`src/rtl/logic_seq_pkg.sv`:
```
// Shared definitions for the logic sequencer: opcodes, FSM states and
// INSTR field positions. Imported by the sequencer top and its register file.
// The debug read path stays combinational; everything else is registered.
package logic_seq_pkg;

  localparam logic [1:0] OPC_OR  = 2'b00;
  localparam logic [1:0] OPC_AND = 2'b01;
  localparam logic [1:0] OPC_LDI = 2'b10;
  localparam logic [1:0] OPC_TST = 2'b11;

  typedef enum logic {
    ST_IDLE = 1'b0,
    ST_EXEC = 1'b1
  } state_t;

  // Lowest bit of each 2-bit INSTR field
  localparam int INSTR_OPC_LSB  = 6;
  localparam int INSTR_DST_LSB  = 4;
  localparam int INSTR_SRCA_LSB = 2;
  localparam int INSTR_SRCB_LSB = 0;

  function automatic logic [1:0] instr_field(input logic [7:0] instr, input int lsb);
    return instr[lsb +: 2];
  endfunction

endpackage

```
`src/rtl/logic_regfile.sv`:
```
// Register file: NREGS x WIDTH, one synchronous write port, two operand
// read ports and one debug read port, all reads combinational.
// Synchronous active-high reset clears every entry to 0.
module logic_regfile #(
  parameter int WIDTH = 8,
  parameter int NREGS = 4
) (
  input  logic                     i_clk,
  input  logic                     i_rst,
  input  logic                     i_we,
  input  logic [$clog2(NREGS)-1:0] i_waddr,
  input  logic [WIDTH-1:0]         i_wdata,
  input  logic [$clog2(NREGS)-1:0] i_raddr_a,
  output logic [WIDTH-1:0]         o_rdata_a,
  input  logic [$clog2(NREGS)-1:0] i_raddr_b,
  output logic [WIDTH-1:0]         o_rdata_b,
  input  logic [$clog2(NREGS)-1:0] i_raddr_d,
  output logic [WIDTH-1:0]         o_rdata_d
);

  logic [WIDTH-1:0] r_regs [NREGS];

  // Storage update: reset clears all entries, otherwise a single write per cycle
  always_ff @(posedge i_clk) begin
    if (i_rst) begin
      for (int i = 0; i < NREGS; i++) begin
        r_regs[i] <= '0;
      end
    end else if (i_we) begin
      r_regs[i_waddr] <= i_wdata;
    end
  end

  assign o_rdata_a = r_regs[i_raddr_a];
  assign o_rdata_b = r_regs[i_raddr_b];
  assign o_rdata_d = r_regs[i_raddr_d];

endmodule

```
`src/rtl/logic_sequencer.sv`:
```
// Operand sequencer for an external 8-bit AND/OR unit: accepts one
// instruction per two cycles, presents registered operands, and writes the
// unit's result back into a 4-entry register file one cycle later.
module logic_sequencer
  import logic_seq_pkg::*;
#(
  parameter int WIDTH = 8,
  parameter int NREGS = 4
) (
  input  logic             i_clk,
  input  logic             i_rst,
  input  logic             i_in_valid,
  output logic             o_in_ready,
  input  logic [7:0]       i_instr,
  input  logic [WIDTH-1:0] i_imm,
  output logic [WIDTH-1:0] o_alu_a,
  output logic [WIDTH-1:0] o_alu_b,
  output logic             o_alu_op,
  input  logic [WIDTH-1:0] i_alu_y,
  output logic [WIDTH-1:0] o_result,
  output logic             o_done,
  output logic             o_z,
  input  logic [1:0]       i_reg_sel,
  output logic [WIDTH-1:0] o_reg_data
);

  state_t           r_state;
  logic [1:0]       r_opc;
  logic [1:0]       r_dst;
  logic [WIDTH-1:0] r_imm;
  logic [WIDTH-1:0] r_alu_a;
  logic [WIDTH-1:0] r_alu_b;
  logic             r_alu_op;
  logic [WIDTH-1:0] r_result;
  logic             r_done;
  logic             r_z;

  logic [1:0]       w_opc;
  logic [1:0]       w_dst;
  logic [1:0]       w_srca;
  logic [1:0]       w_srcb;
  logic [WIDTH-1:0] w_rd_a;
  logic [WIDTH-1:0] w_rd_b;
  logic             w_accept;
  logic             w_we;
  logic [WIDTH-1:0] w_wdata;

  assign w_opc  = instr_field(i_instr, INSTR_OPC_LSB);
  assign w_dst  = instr_field(i_instr, INSTR_DST_LSB);
  assign w_srca = instr_field(i_instr, INSTR_SRCA_LSB);
  assign w_srcb = instr_field(i_instr, INSTR_SRCB_LSB);

  assign o_in_ready = (r_state == ST_IDLE) && !i_rst;
  assign w_accept   = i_in_valid && o_in_ready;

  // Write-back happens in the EXEC cycle; TST only updates flags and RESULT.
  // LDI writes the captured immediate, OR/AND write the unit's output.
  assign w_we    = (r_state == ST_EXEC) && (r_opc != OPC_TST);
  assign w_wdata = (r_opc == OPC_LDI) ? r_imm : i_alu_y;

  logic_regfile #(
    .WIDTH (WIDTH),
    .NREGS (NREGS)
  ) u_regfile (
    .i_clk     (i_clk),
    .i_rst     (i_rst),
    .i_we      (w_we),
    .i_waddr   (r_dst),
    .i_wdata   (w_wdata),
    .i_raddr_a (w_srca),
    .o_rdata_a (w_rd_a),
    .i_raddr_b (w_srcb),
    .o_rdata_b (w_rd_b),
    .i_raddr_d (i_reg_sel),
    .o_rdata_d (o_reg_data)
  );

  // Two-state sequencer: capture and present operands on accept, retire next cycle
  always_ff @(posedge i_clk) begin
    if (i_rst) begin
      r_state  <= ST_IDLE;
      r_opc    <= OPC_OR;
      r_dst    <= '0;
      r_imm    <= '0;
      r_alu_a  <= '0;
      r_alu_b  <= '0;
      r_alu_op <= 1'b0;
      r_result <= '0;
      r_done   <= 1'b0;
      r_z      <= 1'b0;
    end else begin
      r_done <= 1'b0;
      case (r_state)
        ST_IDLE: begin
          if (w_accept) begin
            r_opc <= w_opc;
            r_dst <= w_dst;
            r_imm <= i_imm;
            // LDI leaves the unit's operands untouched
            if (w_opc != OPC_LDI) begin
              r_alu_a  <= w_rd_a;
              r_alu_b  <= w_rd_b;
              r_alu_op <= (w_opc == OPC_AND) || (w_opc == OPC_TST);
            end
            r_state <= ST_EXEC;
          end
        end
        ST_EXEC: begin
          case (r_opc)
            OPC_OR, OPC_AND, OPC_TST: begin
              r_result <= i_alu_y;
              r_z      <= (i_alu_y == '0);
            end
            default: begin
              r_result <= r_imm;
            end
          endcase
          r_done  <= 1'b1;
          r_state <= ST_IDLE;
        end
        default: r_state <= ST_IDLE;
      endcase
    end
  end

  assign o_alu_a  = r_alu_a;
  assign o_alu_b  = r_alu_b;
  assign o_alu_op = r_alu_op;
  assign o_result = r_result;
  assign o_done   = r_done;
  assign o_z      = r_z;

endmodule

```
`config.mk`:
```
export PLATFORM = sky130hd
export DESIGN_NAME = logic_sequencer
export DESIGN_NICKNAME = d
export VERILOG_FILES = /design/src/rtl/logic_seq_pkg.sv /design/src/rtl/logic_regfile.sv /design/src/rtl/logic_sequencer.sv
export SDC_FILE = /design/constraint.sdc
export NUM_CORES = 1
export LEC_CHECK = 0
export CAP_MARGIN = 20
export CORE_MARGIN = 1
export CORE_UTILIZATION = 30
export DETAILED_ROUTE_END_ITERATION = 8
export PLACE_DENSITY_LB_ADDON = 0.15
export SLEW_MARGIN = 20
export SYNTH_ARGS = -nofsm -noshare
export SYNTH_HDL_FRONTEND = slang
export SYNTH_SLANG_ARGS = --single-unit
```
`constraint.sdc`:
```
create_clock -name i_clk -period 2.8 [get_ports i_clk]
set_clock_uncertainty 0.1 [all_clocks]
set_input_delay 0.56 -clock i_clk [delete_from_list [all_inputs] [get_ports i_clk]]
set_output_delay 0.56 -clock i_clk [all_outputs]
set_load 0.02 [all_outputs]
```
# Word level (Yosys, flattened, before mapping)
# Memory sizes are Yosys's and may differ from the RTL's. A register that Yosys moved wholly into a read port is not among the register bits.
# Index checks and enable logic that the tools add are counted.
[totals]
out_inout_bits = 36
ramBits = 32
reg_bits = 24
in_bits = 29
mem_count = 1
[memory_table]
columns = ["memory", "words", "width", "rd", "rd_clocked_by_memory_dff", "wr", "line", "source"]
rows = [
  ["u_regfile.r_regs", 4, 8, 3, 2, 4, "logic_regfile.sv:21", "logic [WIDTH-1:0] r_regs [NREGS];"],
]
[classes]
n_reduce_logical = 12
n_mux = 13
n_eq_ne = 7
n_bitwise = 1
[op_table]
columns = ["op", "count"]
rows = [
  ["$mux W8", 3],
  ["$logic_not A8 Y1", 1],
  ["$mux W1", 8],
  ["$reduce_or A8 Y1", 1],
  ["$eq A2 B2 Y1 const B", 3],
  ["$eq A2 B1 Y1 const B", 2],
  ["$ne A2 B2 Y1 const B", 2],
  ["$reduce_and A2 Y1", 2],
  ["$logic_and A1 B1 Y1", 3],
  ["$reduce_and A3 Y1", 1],
  ["$reduce_or A3 Y1", 1],
  ["$logic_not A2 Y1", 1],
  ["$mux W2", 1],
  ["$pmux W1 S2", 1],
  ["$logic_not A1 Y1", 1],
  ["$logic_or A1 B1 Y1", 1],
  ["$not A1 Y1", 1],
]

# Logic depth before layout (Yosys ltp)
# Gate-level depths: netlist of run 1.
[logic_depth]
ltp_word = 7
mapped_depth = 7

# Modules after synthesis
# From an unflattened synthesis of run 1, not the netlist that was laid out.
[unflattened]
hier_cells = 292
hier_area_um2 = 3495.9
[by_module_without_submodules]
columns = ["mod", "seq_area_each_um2", "n_inst", "area_per_inst_um2", "cells_each"]
rows = [
  ["logic_regfile", 960.9, 1, 1868.0, 104],
  ["logic_sequencer", 800.8, 1, 1627.8, 188],
]

# Worst setup path before layout of run 1
# No wires, ideal clock.
[synth_path]
kind = "input port to flip-flop"
start = "input i_rst"
end = "memory u_regfile.r_regs[0][0], enable pin"
t_required_ns = 2.366
arrival_time_ns = 1.778
path_slack_ns = 0.587
stages = 6
path_cell_list = "buf_6 nand2b_4 buf_6 or4_1 buf_2 nand2b_1"
[synth_lines]
columns = ["element", "line", "source"]
rows = [
  ["from (decl)", "logic_sequencer.sv:11", "input logic i_rst,"],
  ["to (decl)", "logic_regfile.sv:21", ""],
]

# Worst setup path in the final report of run 1
[layout_path]
start = "input i_reg_sel[0]"
end = "output o_reg_data[4]"
[layout_via]
elab_chain_len = 1
[layout_rtl]
columns = ["element", "line", "source"]
rows = [
  ["from (decl)", "logic_sequencer.sv:23", "input logic [1:0] i_reg_sel,"],
  ["$mem_v2 Z4 W8", "-", ""],
  ["to (decl)", "logic_sequencer.sv:24", "output logic [WIDTH-1:0] o_reg_data"],
]
# No other way between the ends.

==> flow_metrics.env, run 1 <==
export IMPL_final_cell_count_no_fill=463
export IMPL_r2r_end="u_regfile.r_regs[1][3]"
export IMPL_cpPeakStageDelay_ns=0.51
export IMPL_critPathCaptureType="output port"
export IMPL_syn_num_nets=283
export IMPL_ir_worst_vdd_mv=0.174
export IMPL_muxShareOfSynthArea=0.192
export IMPL_synth_top_family_by_area="multiplexers"
export IMPL_worstHoldStart="o_result[3]"
export IMPL_worst_slew_pin_slew_ns=0.604
export IMPL_cts_resized=8
export IMPL_p_leak_nw=1.59
export IMPL_rsz0062_at_grt="false"
export IMPL_antenna_left=0
export IMPL_core_area_um2=10400
export IMPL_chipWidth_um=106
export IMPL_place_gp_congestion=0.735
export IMPL_drc=0
export IMPL_grt_max_degree=26
export IMPL_synth_area_leaders="edfxtp_1, dfxtp_1, mux4_2, a22o_1, nand2_1"
export IMPL_drive_gt1_frac=0.187
export IMPL_grt_pass1_vias=2328
export IMPL_drt_pre_antenna_iters=4
export IMPL_hold_violations=0
export IMPL_crit_buf_inv=3
export IMPL_hp_class="flip-flop to flip-flop"
export IMPL_ys_warn_count=0
export IMPL_io_pins=65
export IMPL_crit_path_max_fanout=8
export IMPL_use_met3=0.0282
export IMPL_start_kind="input pin"
export IMPL_path_depth=4
export IMPL_grt_total_usage=0.141
export IMPL_cts_max_level=3
export IMPL_p_sw_mw=0.585
export IMPL_netlist_instances=254
export IMPL_clk_pin_slew_worst_paths_ns=0.07
export IMPL_most_common_layout_cells="clkdlybuf4s50_1, dfxtp_1, edfxtp_1"
export IMPL_r2r_start="r_opc[0]"
export IMPL_busiest_layer="met2"
export IMPL_rrSetupSlack_ns=0.85
export IMPL_synth_compound_area_share=0.0776
export IMPL_nNetsFinal=351
export IMPL_period_share=0.972
export IMPL_grt_pass1_wl_mm=12.1
export IMPL_synth_adder_area_share=0
export IMPL_hold_ws_ns=0.370
export IMPL_worstSetupPathType="input pin to output port"
export IMPL_grt_antenna_before_repair=0
export IMPL_root_buffer="clkbuf_8"
export IMPL_reg2reg_depth=3
export IMPL_initial_core_util=0.311
export IMPL_tritoncts="built"
export IMPL_post_route_min_period_ns=2.72
export IMPL_hpwl_mm=5.55
export IMPL_cpMaxStageDelayCell="clkdlybuf4s50_1"
export IMPL_total_power_mw=2.32
export IMPL_vias_per_cell=4.76
export IMPL_maxSlewViolCount=0
export IMPL_overflow=0
export IMPL_holdPathEnd="o_result[3]"
export IMPL_seq_area_frac_synth=0.544
export IMPL_hold_depth=2
export IMPL_vias=2202
export IMPL_finalWirelength_mm=7.26
export IMPL_arrival_ns=2.06
export IMPL_dp_cells=447
export IMPL_synth_top_area_cell="edfxtp_1"
export IMPL_swShare=0.252
export IMPL_syn_area_um2=3240
export IMPL_wl_per_cell_um=15.7
export IMPL_layout_commonest_cell="clkdlybuf4s50_1"
export IMPL_p_per_area_nw_per_um2=547
export IMPL_clock_sinks=72
export IMPL_run_status="finished clean"
export IMPL_p_int_mw=1.73
export IMPL_yosys_area_share_simple=0.149
export IMPL_max_freq_mhz=368
export IMPL_synth_xor_area_frac=0
export IMPL_die_area_um2=11200
export IMPL_grtUsageMet2=0.220
export IMPL_grt_met1_usage=0.193
export IMPL_path_delay_family="buffers and inverters"
export IMPL_synth_seq_cells=72
export IMPL_area_growth_pct=30.9
export IMPL_cts_buffer_depth=2
export IMPL_yosysTopAreaCellShare=0.297
export IMPL_rows=37
export IMPL_cts_setup_buffers=0
export IMPL_syn_avg_cell_area_um2=12.8
export IMPL_required_ns=2.14
export IMPL_n_antenna_cell=0
export IMPL_power_frac_comb=0.148
export IMPL_io_buffers=64
export IMPL_post_synth_num_cell_types=32
export IMPL_slew_headroom=0.586
export IMPL_numCtsBuffers=9
export IMPL_chipHeight_um=106
export IMPL_cp_cell_sequence="clkdlybuf4s50_1 > buf_12 > mux4_2 > dlygate4sd2_1"
export IMPL_maxCapViolations=0
export IMPL_cts_hold_buf=0
export IMPL_setup_viol=0
export IMPL_p_clk_frac=0.339
export IMPL_drt_iter0_markers=72
export IMPL_seqPwrFrac=0.513
export IMPL_clkLatencyLatePin_ns=0.33
==> logic make-up (layout without fill, tap and decap cells) <==
logic type | count (synthesis) | after routing
AND/OR/NAND/NOR | 92 | 92
flip-flops | 72 | 72
AO/OA/AOI/OAI | 34 | 34
multiplexers | 32 | 32
buffers and inverters | 24 | 97
==> how the worst max path moves through the flow <==
stage,startpoint,end
2_1_floorplan,i_rst,u_regfile.r_regs[0][0]
3_3_place_gp,i_reg_sel[0],o_reg_data[2]
3_5_place_dp,i_reg_sel[0],o_reg_data[4]
4_1_cts,i_reg_sel[0],o_reg_data[4]
5_1_grt,i_reg_sel[0],o_reg_data[1]
6_report,i_reg_sel[0],o_reg_data[4]
==> state kept, by name, summed over array words and instances, names as in the netlist <==
signal / cells
o_alu_op: 1
r_imm: 8
r_dst: 2
u_regfile.r_regs: 32
o_z: 1
o_alu_a: 8
r_state: 1
r_opc: 2
o_result: 8
o_alu_b: 8
o_done: 1
==> layer usage <==
| metal | part of all wire | vias up |
|---|---|---|
| li1 | - | 1093 |
| met1 | 0.50 | 1028 |
| met2 | 0.45 | 75 |
| met3 | 0.044 | 6 |
| met4 | 0.0081 | 0 |
| met5 | 0 | - |
==> synth_stat cells, drive strengths merged <==
| library cell | number |
|---|---|
| buf | 13 |
| nand2 | 28 |
| or3b | 1 |
| a22o | 16 |
| inv | 4 |
| o31ai | 1 |
| nand3b | 9 |
| nor2b | 2 |
| dfxtp | 40 |
| nor2 | 26 |
| a41o | 1 |
| nand2b | 6 |
| nor4 | 2 |
| nor3 | 12 |
| and2 | 2 |
| edfxtp | 32 |
| o21ai | 5 |
| a211oi | 5 |
| or4 | 2 |
| nand4 | 2 |
| a21oi | 5 |
| mux2i | 8 |
| a31oi | 1 |
| mux4 | 24 |
| clkbuf | 7 |
==> final cells by class <==
class	count	area, um2
fill	1017	6180
sequential	72	1760
multi-input combinational	158	1350
timing repair buffer	77	753
tap	136	170
clock buffer	9	124
clock inverter	7	62.6
inverter	4	15.0
==> metrics by stage <==
| stage | worst slack, ns | utilization | setup TNS [ns] | cell area (um2) |
|---|---|---|---|---|
| global placement | -0.139 | 0.390 | -1.03 | 4060 |
| CTS | 0.0656 | 0.407 | 0 | 4240 |
| finish | 0.0794 | 0.407 | 0 | 4240 |
| detailed placement | -0.139 | 0.390 | -1.05 | 4060 |
| floorplan | 0.587 | - | 0 | 3240 |
| global route | 0.0231 | 0.407 | 0 | 4240 |
==> tightest hold or removal path, stage by stage, from the launching register on <==
cell     delay [ns]
dfxtp_1        0.34
nand2_1        0.05
o21ai_0        0.06
==> power by group through the flow <==
stage               sequential (mW)  combinational (mW)  clock, mW
floorplan                      1.23               0.181          0
global route                   1.20               0.372      0.864
global placement               1.21               0.353          0
detailed placement             1.21               0.356          0
finish                         1.19               0.344      0.785
CTS                            1.19               0.348      0.809
Power figures use the tool's default switching activity.
==> run 2, diff against run 1 <==
ABC_CLOCK_PERIOD_IN_PS = 2800   (was default)
CAP_MARGIN = default   (was 20)
==> results of run 2 <==
Final layout, timing and power as in run 1 (identical DEF).
